<file path="src/rtl/rr_mux_arbiter.sv">
// Round-robin N:1 arbiter feeding a single registered output beat with ready/valid backpressure.
// Define RR_MUX_ARBITER_BURST_EN to let the last winner keep the grant for up to MAX_BURST beats.
module rr_mux_arbiter #(
    parameter int NUM_PORTS_WIDTH = 2,
    parameter int DATA_WIDTH      = 32,
    parameter int MAX_BURST       = 4
) (
    input  logic                                        clk,
    input  logic                                        rst,
    input  logic [(2**NUM_PORTS_WIDTH)-1:0]             req,
    input  logic [(2**NUM_PORTS_WIDTH)*DATA_WIDTH-1:0]  data_in,
    output logic [(2**NUM_PORTS_WIDTH)-1:0]             ack,
    output logic                                        out_valid,
    input  logic                                        out_ready,
    output logic [DATA_WIDTH-1:0]                       out_data,
    output logic [NUM_PORTS_WIDTH-1:0]                  out_port
);

    localparam int N = 2 ** NUM_PORTS_WIDTH;

    if (MAX_BURST < 1 || MAX_BURST > 255) begin : g_bad_max_burst
        $error("rr_mux_arbiter: MAX_BURST must be in 1..255");
    end

    typedef enum logic {
        IDLE = 1'b0,
        HOLD = 1'b1
    } state_t;

    state_t                     state_q, state_d;
    logic [DATA_WIDTH-1:0]      out_data_q, out_data_d;
    logic [NUM_PORTS_WIDTH-1:0] out_port_q, out_port_d;
    logic [NUM_PORTS_WIDTH-1:0] last_grant_q, last_grant_d;

    logic                       free;
    logic                       rr_vld;
    logic [NUM_PORTS_WIDTH-1:0] rr_idx;
    logic [NUM_PORTS_WIDTH-1:0] win_idx;
    logic                       grant;

    assign free  = (state_q == IDLE) || out_ready;
    assign grant = !rst && free && rr_vld;

    // Walk the offsets from farthest to nearest so the nearest requester after last_grant wins.
    always_comb begin
        rr_vld = 1'b0;
        rr_idx = last_grant_q;
        for (int i = N; i >= 1; i--) begin
            if (req[last_grant_q + NUM_PORTS_WIDTH'(i)]) begin
                rr_vld = 1'b1;
                rr_idx = last_grant_q + NUM_PORTS_WIDTH'(i);
            end
        end
    end

`ifdef RR_MUX_ARBITER_BURST_EN
    logic [7:0] burst_cnt_q, burst_cnt_d;
    logic       burst_keep;

    // A zero count means no burst is open yet, so reset priority still starts at port 0.
    assign burst_keep = req[last_grant_q] && (burst_cnt_q != 8'd0)
                        && (burst_cnt_q < 8'(MAX_BURST));
    assign win_idx    = burst_keep ? last_grant_q : rr_idx;

    always_comb begin
        burst_cnt_d = burst_cnt_q;
        if (grant) begin
            burst_cnt_d = burst_keep ? burst_cnt_q + 8'd1 : 8'd1;
        end
    end

    always_ff @(posedge clk) begin
        if (rst) begin
            burst_cnt_q <= 8'd0;
        end else begin
            burst_cnt_q <= burst_cnt_d;
        end
    end
`else
    assign win_idx = rr_idx;
`endif

    // State register and datapath registers
    always_ff @(posedge clk) begin
        if (rst) begin
            state_q      <= IDLE;
            out_data_q   <= '0;
            out_port_q   <= '0;
            last_grant_q <= NUM_PORTS_WIDTH'(N - 1);
        end else begin
            state_q      <= state_d;
            out_data_q   <= out_data_d;
            out_port_q   <= out_port_d;
            last_grant_q <= last_grant_d;
        end
    end

    // Next-state logic
    always_comb begin
        state_d = state_q;
        if (grant) begin
            state_d = HOLD;
        end else if (state_q == HOLD && out_ready) begin
            state_d = IDLE;
        end
    end

    always_comb begin
        out_data_d   = out_data_q;
        out_port_d   = out_port_q;
        last_grant_d = last_grant_q;
        if (grant) begin
            out_data_d   = data_in[int'(win_idx)*DATA_WIDTH +: DATA_WIDTH];
            out_port_d   = win_idx;
            last_grant_d = win_idx;
        end
    end

    // Output logic
    always_comb begin
        ack       = '0;
        out_valid = (state_q == HOLD);
        if (grant) begin
            ack[win_idx] = 1'b1;
        end
    end

    assign out_data = out_data_q;
    assign out_port = out_port_q;

endmodule

</file>
<file path="config.mk">
export PLATFORM = sky130hd
export DESIGN_NAME = rr_mux_arbiter
export DESIGN_NICKNAME = d
export VERILOG_FILES = /design/src/rtl/rr_mux_arbiter.sv
export SDC_FILE = /design/constraint.sdc
export NUM_CORES = 1
export LEC_CHECK = 0
export ABC_AREA = 1
export ABC_CLOCK_PERIOD_IN_PS = 2300
export CORE_MARGIN = 2
export CORE_UTILIZATION = 36
export CTS_CLUSTER_DIAMETER = 200
export DETAILED_ROUTE_END_ITERATION = 16
export GPL_TIMING_DRIVEN = 0
export PLACE_DENSITY = 0.89
export SLEW_MARGIN = 30
export SYNTH_ARGS = -nofsm -noshare
export SYNTH_HDL_FRONTEND = slang
export SYNTH_SLANG_ARGS = --single-unit
</file>
<file path="constraint.sdc">
create_clock -name clk -period 2.3 [get_ports clk]
set_input_delay 0.46 -clock clk [delete_from_list [all_inputs] [get_ports clk]]
set_output_delay 0.46 -clock clk [all_outputs]
set_load 0.1 [all_outputs]
</file>
# Word level (Yosys, flattened, before mapping)
# Index checks and enable logic that the tools add are counted.
# op_classes
shift	1
n_reduce_logical	7
n_div	0
mul	0
n_addsub	3
n_bitwise	1
muxes	20
magnitude_cmp	6
eq_ne	0
# ops
cell	count
128-bit by 8-bit indexed part select with 32-bit output	1
2-bit by 3-bit < comparator with 1-bit output (second input constant)	5
1-bit 2-to-1 mux	11
1-bit binary-select mux with 2-bit select	4
2-bit 2-to-1 mux	3
2-bit adder (second input constant)	2
1-bit logical AND	4
4-bit 2-to-1 mux	1
2-bit by 1-bit adder with 2-bit output (second input constant)	1
1-bit demux with 2-bit select	1
2-bit by 1-bit >= comparator with 1-bit output (second input constant)	1
2-bit nonzero test	1
1-bit zero test	1
1-bit logical OR	1
1-bit NOT	1
# word_totals
ff_bits	37
romBits	0
mem_count	0
mem_bits_rw	0
latchBits	0

# Logic depth before layout (Yosys ltp)
# Gate-level depths: netlist of run 1.
# logic_depth
depth_word	11
depth_mapped	14

# Worst setup path after synthesis of run 1
# No wires, ideal clock.
# synth_path
kind	input to output
startpoint	input req[3]
endpoint	output ack[1]
required_time_ns	1.840
slack_ns	-0.815
arrival_ns	2.655
stages	10
path_cell_list	inv_1 -> nand2_1 -> nand2_1 -> nand2_1 -> nand2_2 -> nand3_2 -> nand2_4 -> buf_2 -> nand2_1 -> nor2_1
# synth_via
elab_chain_cells	10
elab_cells_between_ends	22
# synth_rtl
item	line_no	text
start: declaration	10	input logic [(2**NUM_PORTS_WIDTH)-1:0] req,
1-bit binary-select mux with 2-bit select	49	if (req[last_grant_q + NUM_PORTS_WIDTH'(i)]) begin
1-bit 2-to-1 mux (not written as such)	49	
2-bit 2-to-1 mux (3 in a row)	49	
2-bit by 3-bit < comparator with 1-bit output (not written as such) / 2-bit by 1-bit >= comparator with 1-bit output (equally long branches)	124	ack[win_idx] = 1'b1;
1-bit logical AND (not written as such)	124	
1-bit 2-to-1 mux (not written as such)	124	
1-bit demux with 2-bit select	124	
4-bit 2-to-1 mux (*)	123	if (grant) begin
end: declaration	12	output logic [(2**NUM_PORTS_WIDTH)-1:0] ack,
# Mark *: on every way between the ends. The rest lies on a longest branch, timed or not. The select of a mux whose other input is x is not followed.

# Worst setup path in the final report of run 1
# layout_path
startpoint	register last_grant_q[0]
endpoint	output ack[1]
# layout_via
elab_chain_cells	11
elab_cells_between_ends	25
# layout_rtl
item	line_no	text
start: declaration	33	logic [NUM_PORTS_WIDTH-1:0] last_grant_q, last_grant_d;
start signal: assignment	89	last_grant_q <= NUM_PORTS_WIDTH'(N - 1);
start signal: assignment	94	last_grant_q <= last_grant_d;
2-bit adder	49, 51	
1-bit binary-select mux with 2-bit select	49	
1-bit 2-to-1 mux (not written as such)	49	
2-bit 2-to-1 mux (3 in a row)	49	
2-bit by 3-bit < comparator with 1-bit output (not written as such) / 2-bit by 1-bit >= comparator with 1-bit output (equally long branches)	124	
1-bit logical AND (not written as such)	124	
1-bit 2-to-1 mux (not written as such)	124	
1-bit demux with 2-bit select	124	
4-bit 2-to-1 mux (*)	123	
# Marks and branches as above.

==> impl_metrics.prom, run 1 <==
# TYPE chip_impl_metric gauge
chip_impl_metric{name="placedCellCount",unit=""} 724
chip_impl_metric{name="synth_compound_area_share",unit="%"} 4.64
chip_impl_info{name="hold_end",value="out_data[20]"} 1
chip_impl_info{name="cp-end-kind",value="output port"} 1
chip_impl_metric{name="setup_viol",unit=""} 3
chip_impl_metric{name="detail_route.first_pass.iterations",unit=""} 4
chip_impl_metric{name="layout-drive-gt1-share",unit="%"} 14.7
chip_impl_metric{name="timing.final.crit_share",unit="%"} 102
chip_impl_metric{name="arrival_time_at_the_worst_endpoint",unit="ns"} 1.89
chip_impl_metric{name="synth-edff-count",unit=""} 0
chip_impl_metric{name="layoutNonFillerInstCount",unit=""} 741
chip_impl_metric{name="ff2ff_path_depth",unit=""} 13
chip_impl_metric{name="area_of_the_placeable_core",unit="mm2"} 0.00687
chip_impl_metric{name="synth.yosys.seq_area_share",unit="%"} 28.6
chip_impl_metric{name="post_synth_xor_area_fraction",unit="%"} 0
chip_impl_metric{name="ys_seq_elements",unit=""} 37
chip_impl_metric{name="hold_slack",unit="ns"} 0.454
chip_impl_metric{name="final_tns_setup",unit="ns"} -0.0885
chip_impl_metric{name="tritoncts_buffers",unit=""} 5
chip_impl_metric{name="fmax",unit="MHz"} 426
chip_impl_metric{name="final.setup.worst_slack",unit="ns"} -0.0455
chip_impl_metric{name="post_synth_and_or_nand_nor_area_fraction",unit="%"} 57.1
chip_impl_metric{name="cp.required",unit="ns"} 1.84
chip_impl_metric{name="largest_net_degree_at_the_start_of_global_routing",unit=""} 20
chip_impl_metric{name="floorplan.rows",unit=""} 30
chip_impl_metric{name="die_width",unit="um"} 88.8
chip_impl_metric{name="worst_path_bufs_invs",unit=""} 3
chip_impl_metric{name="synth.area.mux_share",unit="%"} 0
chip_impl_info{name="synth_top_family_by_area",value="simple AND/OR/NAND/NOR gates"} 1
chip_impl_metric{name="netlist_area",unit="mm2"} 0.00259
chip_impl_metric{name="finalWeightedCongestion",unit=""} 0.976
chip_impl_metric{name="nFillCells",unit=""} 546
chip_impl_metric{name="synth_top_area_share",unit="%"} 32.0
chip_impl_info{name="crit_type",value="reg2out"} 1
chip_impl_info{name="worst_path_most_repeated_cell",value="sky130_fd_sc_hd__nand2_4"} 1
chip_impl_metric{name="pre_cts_worst_setup_slack",unit="ns"} -1.56
chip_impl_metric{name="num-nets-final",unit=""} 780
chip_impl_info{name="start_kind",value="flip-flop"} 1
chip_impl_metric{name="clock_sink_count",unit=""} 37
chip_impl_info{name="cts_tree",value="done"} 1
chip_impl_metric{name="die_area",unit="mm2"} 0.00789
chip_impl_metric{name="die_height",unit="um"} 88.8
chip_impl_metric{name="powerDensity",unit="mW/mm2"} 1710
chip_impl_metric{name="worst_pin_slew",unit="ns"} 1.01
chip_impl_metric{name="finish.instance_area",unit="mm2"} 0.00494
chip_impl_info{name="crit_path_top_delay_cell",value="sky130_fd_sc_hd__dfxtp_4"} 1
chip_impl_metric{name="worstSkewPairLatency",unit="ns"} 0.28
chip_impl_metric{name="timing.max_slew.rel_slack",unit="%"} 32.3
chip_impl_metric{name="cap_violations",unit=""} 0
chip_impl_info{name="yosysTopAreaCell",value="sky130_fd_sc_hd__nand2_1"} 1
chip_impl_metric{name="synth-adder-area-share",unit="%"} 0
chip_impl_metric{name="vias",unit=""} 3621
chip_impl_info{name="worst_r2r_endpoint",value="out_data[21]"} 1
chip_impl_metric{name="initial_core_util",unit="%"} 37.7
chip_impl_info{name="worstPathCellList",value="buf_12, nand2_4, nand2_2, nand2_2, nand2_4, nand2_4, nand3_4, nand2_8, buf_8, nand2_8, nor2_4, buf_12"} 1
chip_impl_info{name="synth.cells.most_frequent",value="sky130_fd_sc_hd__nand2_1 (221), sky130_fd_sc_hd__nand3_1 (86), sky130_fd_sc_hd__dfxtp_1 (37)"} 1
chip_impl_metric{name="grt_pass1_wl",unit="mm"} 15.5
chip_impl_info{name="holdCritPathClass",value="reg2reg"} 1
chip_impl_metric{name="report.final.hold_viol_count",unit=""} 0
chip_impl_metric{name="wl_per_cell",unit="um"} 14.2
chip_impl_metric{name="synthesized_nets",unit=""} 590
chip_impl_metric{name="grt_pass1_vias",unit=""} 3433
chip_impl_info{name="ctsRootBufferMaster",value="sky130_fd_sc_hd__clkbuf_8"} 1
chip_impl_metric{name="grt_use_total",unit="%"} 25.4
chip_impl_info{name="synth_top_cells_by_area",value="sky130_fd_sc_hd__nand2_1 (32%), sky130_fd_sc_hd__dfxtp_1 (29%), sky130_fd_sc_hd__nand3_1 (17%), sky130_fd_sc_hd__inv_1 (3.5%), sky130_fd_sc_hd__a21oi_1 (3.1%)"} 1
chip_impl_metric{name="min_period",unit="ns"} 2.35
chip_impl_metric{name="fin_skew",unit="ns"} 0.00790
chip_impl_metric{name="syn-mean-instance-area",unit="um2"} 5.70
chip_impl_metric{name="grt_overflow_total",unit=""} 0
chip_impl_metric{name="ios",unit=""} 174
chip_impl_metric{name="critPathMaxStageDelay",unit="ns"} 0.39
chip_impl_info{name="outcome",value="finished with violations"} 1
chip_impl_info{name="r2r-start",value="last_grant_q[0]"} 1
chip_impl_metric{name="min_delay_path_depth",unit=""} 2
chip_impl_info{name="violations",value="setup timing"} 1
chip_impl_metric{name="synth_async_sr_flop_share",unit="%"} 0
chip_impl_metric{name="detail_route.vias_per_cell",unit=""} 4.89
chip_impl_metric{name="dpl.hpwl",unit="mm"} 8.11
chip_impl_info{name="hold_path.startpoint",value="out_data[20]"} 1
chip_impl_metric{name="static-leakage-power",unit="uW"} 0.00227
chip_impl_metric{name="area.growth.synth_to_final",unit="%"} 90.8
chip_impl_metric{name="dpl-instance-area",unit="mm2"} 0.00459
chip_impl_metric{name="ir_drop",unit="mV"} 0.811
chip_impl_metric{name="synth_cell_types",unit=""} 23
chip_impl_info{name="rsz0062_at_grt",value="true"} 1
chip_impl_metric{name="critPathMaxFanout",unit=""} 5
chip_impl_metric{name="drt_iter0_markers",unit=""} 142
chip_impl_metric{name="worst_path_clk_slew",unit="ns"} 0.07
chip_impl_info{name="synth_flop_cell",value="sky130_fd_sc_hd__dfxtp_1"} 1
chip_impl_metric{name="max_root_sink_buffers",unit=""} 2
chip_impl_metric{name="ctsHtreeMaxLevel",unit=""} 2
chip_impl_metric{name="timing.final.max_slew_violations",unit=""} 0
chip_impl_metric{name="number_of_standard_cells_after_synthesis",unit=""} 455
chip_impl_metric{name="antennaDiodeCount",unit=""} 0
chip_impl_metric{name="drt_drc_violations_left",unit=""} 0
chip_impl_metric{name="antenna_found_initial",unit=""} 0
chip_impl_metric{name="port_buffers",unit=""} 173
chip_impl_metric{name="detail-route-antenna-nets",unit=""} 0
chip_impl_metric{name="synth-warning-count",unit=""} 0
chip_impl_metric{name="regToRegSetupSlack",unit="ns"} 0.17
chip_impl_info{name="synthMostInstantiatedCell",value="sky130_fd_sc_hd__nand2_1"} 1
chip_impl_info{name="cpLargestDelayFamily",value="simple AND/OR/NAND/NOR gates"} 1
chip_impl_metric{name="routed_wl",unit="mm"} 10.5
area by class of cell:
cell class | count | area [um2] | area share [%]
Timing Repair Buffer | 186 | 1890 | 38.2
Sequential cell | 37 | 748 | 15.1
Multi-Input combinational cell | 366 | 1810 | 36.5
Clock inverter | 1 | 5.00 | 0.101
Buffer | 21 | 163 | 3.29
Inverter | 28 | 140 | 2.83
Clock buffer | 6 | 72.6 | 1.47
Tap cell | 96 | 120 | 2.43
how the worst max path moves through the flow:
stage,startpoint,endpoint,depth (start not counted)
after floorplan,last_grant_q[0],ack[0],12
after global placement,req[0],ack[1],13
after detailed placement,req[0],ack[0],14
after CTS,last_grant_q[0],ack[3],12
after global routing,last_grant_q[0],ack[1],12
final,last_grant_q[0],ack[1],12
cell usage in the layout (no fill, tap or decap), types with 2 or more instances in the layout:
cell type	instances
sky130_fd_sc_hd__clkdlybuf4s15_1	2
sky130_fd_sc_hd__buf_4	13
sky130_fd_sc_hd__inv_6	3
sky130_fd_sc_hd__nand2_8	2
sky130_fd_sc_hd__inv_4	2
sky130_fd_sc_hd__o211ai_1	2
sky130_fd_sc_hd__dfxtp_4	2
sky130_fd_sc_hd__nand2_1	199
sky130_fd_sc_hd__clkbuf_8	5
sky130_fd_sc_hd__nand3_2	2
sky130_fd_sc_hd__nand2_4	12
sky130_fd_sc_hd__clkdlybuf4s50_1	164
sky130_fd_sc_hd__nand4_1	2
sky130_fd_sc_hd__inv_1	19
sky130_fd_sc_hd__nor2_4	6
sky130_fd_sc_hd__nand2_2	14
sky130_fd_sc_hd__buf_6	3
sky130_fd_sc_hd__nand3_4	4
sky130_fd_sc_hd__o21ai_1	3
sky130_fd_sc_hd__inv_2	2
sky130_fd_sc_hd__nand3_1	84
sky130_fd_sc_hd__buf_2	11
sky130_fd_sc_hd__dfxtp_1	35
sky130_fd_sc_hd__buf_12	6
sky130_fd_sc_hd__a21oi_1	16
sky130_fd_sc_hd__nor2_1	16
sky130_fd_sc_hd__clkbuf_1	3
sky130_fd_sc_hd__inv_8	2
sky130_fd_sc_hd__o21ai_0	2
worst register-to-register path, delay by kind of cell (launching register included):
kind | cells | cell delay, ns
buf+inv | 4 | 0.63
compound gates | 1 | 0.25
flops | 1 | 0.43
simple gates | 8 | 0.69
state kept, by name, summed over array words and instances, names as in the netlist:
| name | count |
|---|---|
| last_grant_q | 2 |
| out_port | 2 |
| out_data | 32 |
| out_valid | 1 |
per-stage QoR:
step	utilization, %	power, uW
3_5_place_dp	66.8	7440
4_1_cts	71.0	8360
3_3_place_gp	66.8	7320
2_1_floorplan	-	5830
6_report	72.0	8440
5_1_grt	72.0	8940
repair_timing:
action / in CTS / in global routing
hold buffers: 0 / 0
gates resized for setup: 72 / 14
gates cloned: 0 / 1
buffers inserted: 10 / 2
setup endpoints to repair: 4 / 5
pin swaps: 10 / 6
routing by layer:
metal  share of wire [%]  global-route usage (%)  up-vias
met5                   0                       0        -
met4                 1.8                    8.40        0
met3                 8.6                    5.88       20
met2                  52                    50.0      160
met1                  37                    26.0     1619
li1                    -                       -     1822
cells by family after synthesis:
logic type	count (synthesis)
AND/OR/NAND/NOR	343
flip-flops	37
AO/OA/AOI/OAI	23
buffers and inverters	52
where the power goes:
group	switching (uW)	internal [uW]
registers	183	949
clock network	215	206
logic	4740	2150
Note: power is estimated with default switching activity, not from simulation.
==> run 2: changes to the inputs <==
--- a/config.mk
+++ b/config.mk
@@ -7,6 +7,7 @@
 export LEC_CHECK = 0
 export ABC_AREA = 1
 export ABC_CLOCK_PERIOD_IN_PS = 2300
+export CAP_MARGIN = 20
 export CORE_MARGIN = 2
 export CORE_UTILIZATION = 36
 export CTS_CLUSTER_DIAMETER = 200
==> results of run 2 <==
No change in the layout: final DEF, timing and power equal those of run 1.
==> run 3: changes to the inputs <==
--- a/config.mk
+++ b/config.mk
@@ -13,7 +13,8 @@
 export CTS_CLUSTER_DIAMETER = 200
 export DETAILED_ROUTE_END_ITERATION = 16
 export GPL_TIMING_DRIVEN = 0
-export PLACE_DENSITY = 0.89
+export PLACE_DENSITY = 0.81
+export REMOVE_ABC_BUFFERS = 1
 export SLEW_MARGIN = 30
 export SYNTH_ARGS = -nofsm -noshare
 export SYNTH_HDL_FRONTEND = slang
==> impl_metrics.prom, run 3 (synthesis gave the netlist of run 1 again) <==
# TYPE chip_impl_metric gauge
chip_impl_metric{name="port_buffers",unit=""} 173
chip_impl_info{name="cp-end-kind",value="output port"} 1
chip_impl_metric{name="die_width",unit="um"} 88.8
chip_impl_metric{name="multiInputGateArea",unit="mm2"} 0.00186
chip_impl_metric{name="area_of_the_placeable_core",unit="mm2"} 0.00687
chip_impl_metric{name="antennaDiodeCount",unit=""} 0
chip_impl_metric{name="total_power",unit="uW"} 8340
chip_impl_metric{name="drt_iter0_markers",unit=""} 209
chip_impl_metric{name="cp.required",unit="ns"} 1.84
chip_impl_metric{name="timing.max_slew.rel_slack",unit="%"} 31.9
chip_impl_metric{name="worst_path_clk_slew",unit="ns"} 0.07
chip_impl_metric{name="area.growth.synth_to_final",unit="%"} 87.8
chip_impl_metric{name="ir_drop",unit="mV"} 0.836
chip_impl_metric{name="final_tns_setup",unit="ns"} 0
chip_impl_metric{name="ctsHtreeMaxLevel",unit=""} 2
chip_impl_metric{name="routed_wl",unit="mm"} 10.8
chip_impl_metric{name="finalWeightedCongestion",unit=""} 0.879
chip_impl_metric{name="antenna_found_initial",unit=""} 0
chip_impl_metric{name="grt_overflow_total",unit=""} 0
chip_impl_metric{name="dpl-instance-area",unit="mm2"} 0.00430
chip_impl_metric{name="ios",unit=""} 174
chip_impl_info{name="cts_tree",value="done"} 1
chip_impl_metric{name="clock_sink_count",unit=""} 37
chip_impl_metric{name="detail-route-antenna-nets",unit=""} 0
chip_impl_metric{name="fin_skew",unit="ns"} 0.00391
chip_impl_info{name="worst_path_most_repeated_cell",value="sky130_fd_sc_hd__nor2_4"} 1
chip_impl_metric{name="nFillCells",unit=""} 601
chip_impl_metric{name="setup_viol",unit=""} 0
chip_impl_info{name="crit_type",value="reg2out"} 1
chip_impl_metric{name="dpl.hpwl",unit="mm"} 6.62
chip_impl_info{name="worstPathCellList",value="buf_8, nand2_2, nand3_2, nor3b_4, nor2_4, inv_6, nor2_4, buf_12"} 1
chip_impl_info{name="start_kind",value="flip-flop"} 1
chip_impl_metric{name="initial_core_util",unit="%"} 37.7
chip_impl_info{name="crit_path_top_delay_cell",value="sky130_fd_sc_hd__dfxtp_4"} 1
chip_impl_metric{name="largest_net_degree_at_the_start_of_global_routing",unit=""} 32
chip_impl_metric{name="cap_violations",unit=""} 0
chip_impl_metric{name="vias",unit=""} 3589
chip_impl_metric{name="layout-drive-gt1-share",unit="%"} 13.1
chip_impl_metric{name="worstSkewPairLatency",unit="ns"} 0.28
chip_impl_metric{name="area.sequential",unit="um2"} 748
chip_impl_metric{name="arrival_time_at_the_worst_endpoint",unit="ns"} 1.84
chip_impl_info{name="holdCritPathClass",value="reg2reg"} 1
chip_impl_metric{name="critPathMaxFanout",unit=""} 19
chip_impl_metric{name="critPathMaxStageDelay",unit="ns"} 0.38
chip_impl_info{name="commonest_cells_after_routing_fill_and_taps_aside",value="sky130_fd_sc_hd__nand2_1 (203), sky130_fd_sc_hd__clkdlybuf4s50_1 (163), sky130_fd_sc_hd__nand3_1 (84)"} 1
chip_impl_metric{name="num-nets-final",unit=""} 769
chip_impl_info{name="ctsRootBufferMaster",value="sky130_fd_sc_hd__clkbuf_8"} 1
chip_impl_metric{name="min_period",unit="ns"} 2.30
chip_impl_metric{name="detail_route.first_pass.iterations",unit=""} 6
chip_impl_metric{name="post_cts_hold_buffer_count",unit=""} 0
chip_impl_metric{name="report.final.hold_viol_count",unit=""} 0
chip_impl_metric{name="largest_register_ff_count",unit=""} 32
chip_impl_metric{name="finish.instance_area",unit="mm2"} 0.00487
chip_impl_metric{name="worst_pin_slew",unit="ns"} 1.02
chip_impl_metric{name="die_height",unit="um"} 88.8
chip_impl_metric{name="tritoncts_buffers",unit=""} 5
chip_impl_metric{name="fmax",unit="MHz"} 435
chip_impl_metric{name="grt_pass1_wl",unit="mm"} 15.4
chip_impl_info{name="rsz0062_at_grt",value="true"} 1
chip_impl_metric{name="die_area",unit="mm2"} 0.00789
chip_impl_metric{name="floorplan.rows",unit=""} 30
chip_impl_metric{name="grt_use_total",unit="%"} 25.4
chip_impl_metric{name="max_root_sink_buffers",unit=""} 2
chip_impl_metric{name="wl_per_cell",unit="um"} 14.8
chip_impl_metric{name="grt_pass1_vias",unit=""} 3214
chip_impl_metric{name="detail_route.vias_per_cell",unit=""} 4.92
chip_impl_metric{name="hold_slack",unit="ns"} 0.452
chip_impl_metric{name="static-leakage-power",unit="uW"} 0.00222
chip_impl_metric{name="powerDensity",unit="mW/mm2"} 1710
chip_impl_metric{name="drt_drc_violations_left",unit=""} 0
chip_impl_info{name="outcome",value="completed"} 1
chip_impl_metric{name="timing.final.max_slew_violations",unit=""} 0
chip_impl_metric{name="timing.final.crit_share",unit="%"} 100
chip_impl_info{name="leading_cell_type_in_the_layout_fill_and_taps_excluded",value="sky130_fd_sc_hd__nand2_1"} 1
run 3: cell count changes in the layout (fill, tap and decap cells not counted), moves of 2 or more:
cell,previous run,this run
sky130_fd_sc_hd__buf_2,11,0
sky130_fd_sc_hd__inv_4,2,0
sky130_fd_sc_hd__clkbuf_1,3,1
sky130_fd_sc_hd__nand2_1,199,203
sky130_fd_sc_hd__clkdlybuf4s15_1,2,0
sky130_fd_sc_hd__buf_12,6,4
sky130_fd_sc_hd__inv_2,2,5
sky130_fd_sc_hd__dlygate4sd2_1,1,4
run 3: per-layer routing:
metal	part of all wire (%)	GRT usage, %
met5	0	0
met4	0.90	5.92
met3	9.9	6.34
met2	51	47.9
met1	38	28.4
run 3: final cells by class:
| class | count | share of cell area [%] |
|---|---|---|
| clock buffer | 7 | 1.77 |
| inverter | 28 | 2.60 |
| multi-input combinational | 371 | 38.1 |
| sequential | 37 | 15.4 |
| tap | 96 | 2.47 |
| timing repair buffer | 191 | 39.6 |
run 3: through the flow:
stage	std cells	util [%]	setup WS [ns]
2_1_floorplan	431	-	-1.32
3_3_place_gp	700	62.6	-2.09
3_5_place_dp	700	62.6	-2.13
4_1_cts	727	69.2	0.00707
5_1_grt	730	70.9	-0.0549
6_report	730	70.9	0.000122
run 3: worst paths after layout:
| kind | slack (ns) | cells after the start | end | from |
|---|---|---|---|---|
| setup / recovery | 0.0001 | 8 | ack[1] | last_grant_q[0] |
| hold / removal | 0.45 | 2 | out_data[9] | out_data[9] |
| setup reg to reg | 0.18 | 14 | out_data[15] | last_grant_q[0] |
| hold reg to reg | 0.45 | 2 | out_data[9] | out_data[9] |
run 3: power breakdown:
part           internal (uW)  switching, uW  leakage [uW]  total, uW
clock                    238            222     0.0000443        460
sequential               949            169      0.000310       1120
combinational           1910           4850       0.00186       6760
run 3: timing repair:
action / 4_1_cts / 5_1_grt
buffers inserted: 15 / 3
pin swaps: 15 / 17
gates resized for setup: 85 / 27
endpoints found under the setup margin: 40 / 27
cloned: 5 / 0
run 3: critical path, delay by kind of cell (launching register included):
family	cells	cell delay, ns
flip-flops	1	0.38
buffers and inverters	3	0.44
AND/OR/NAND/NOR	5	0.71
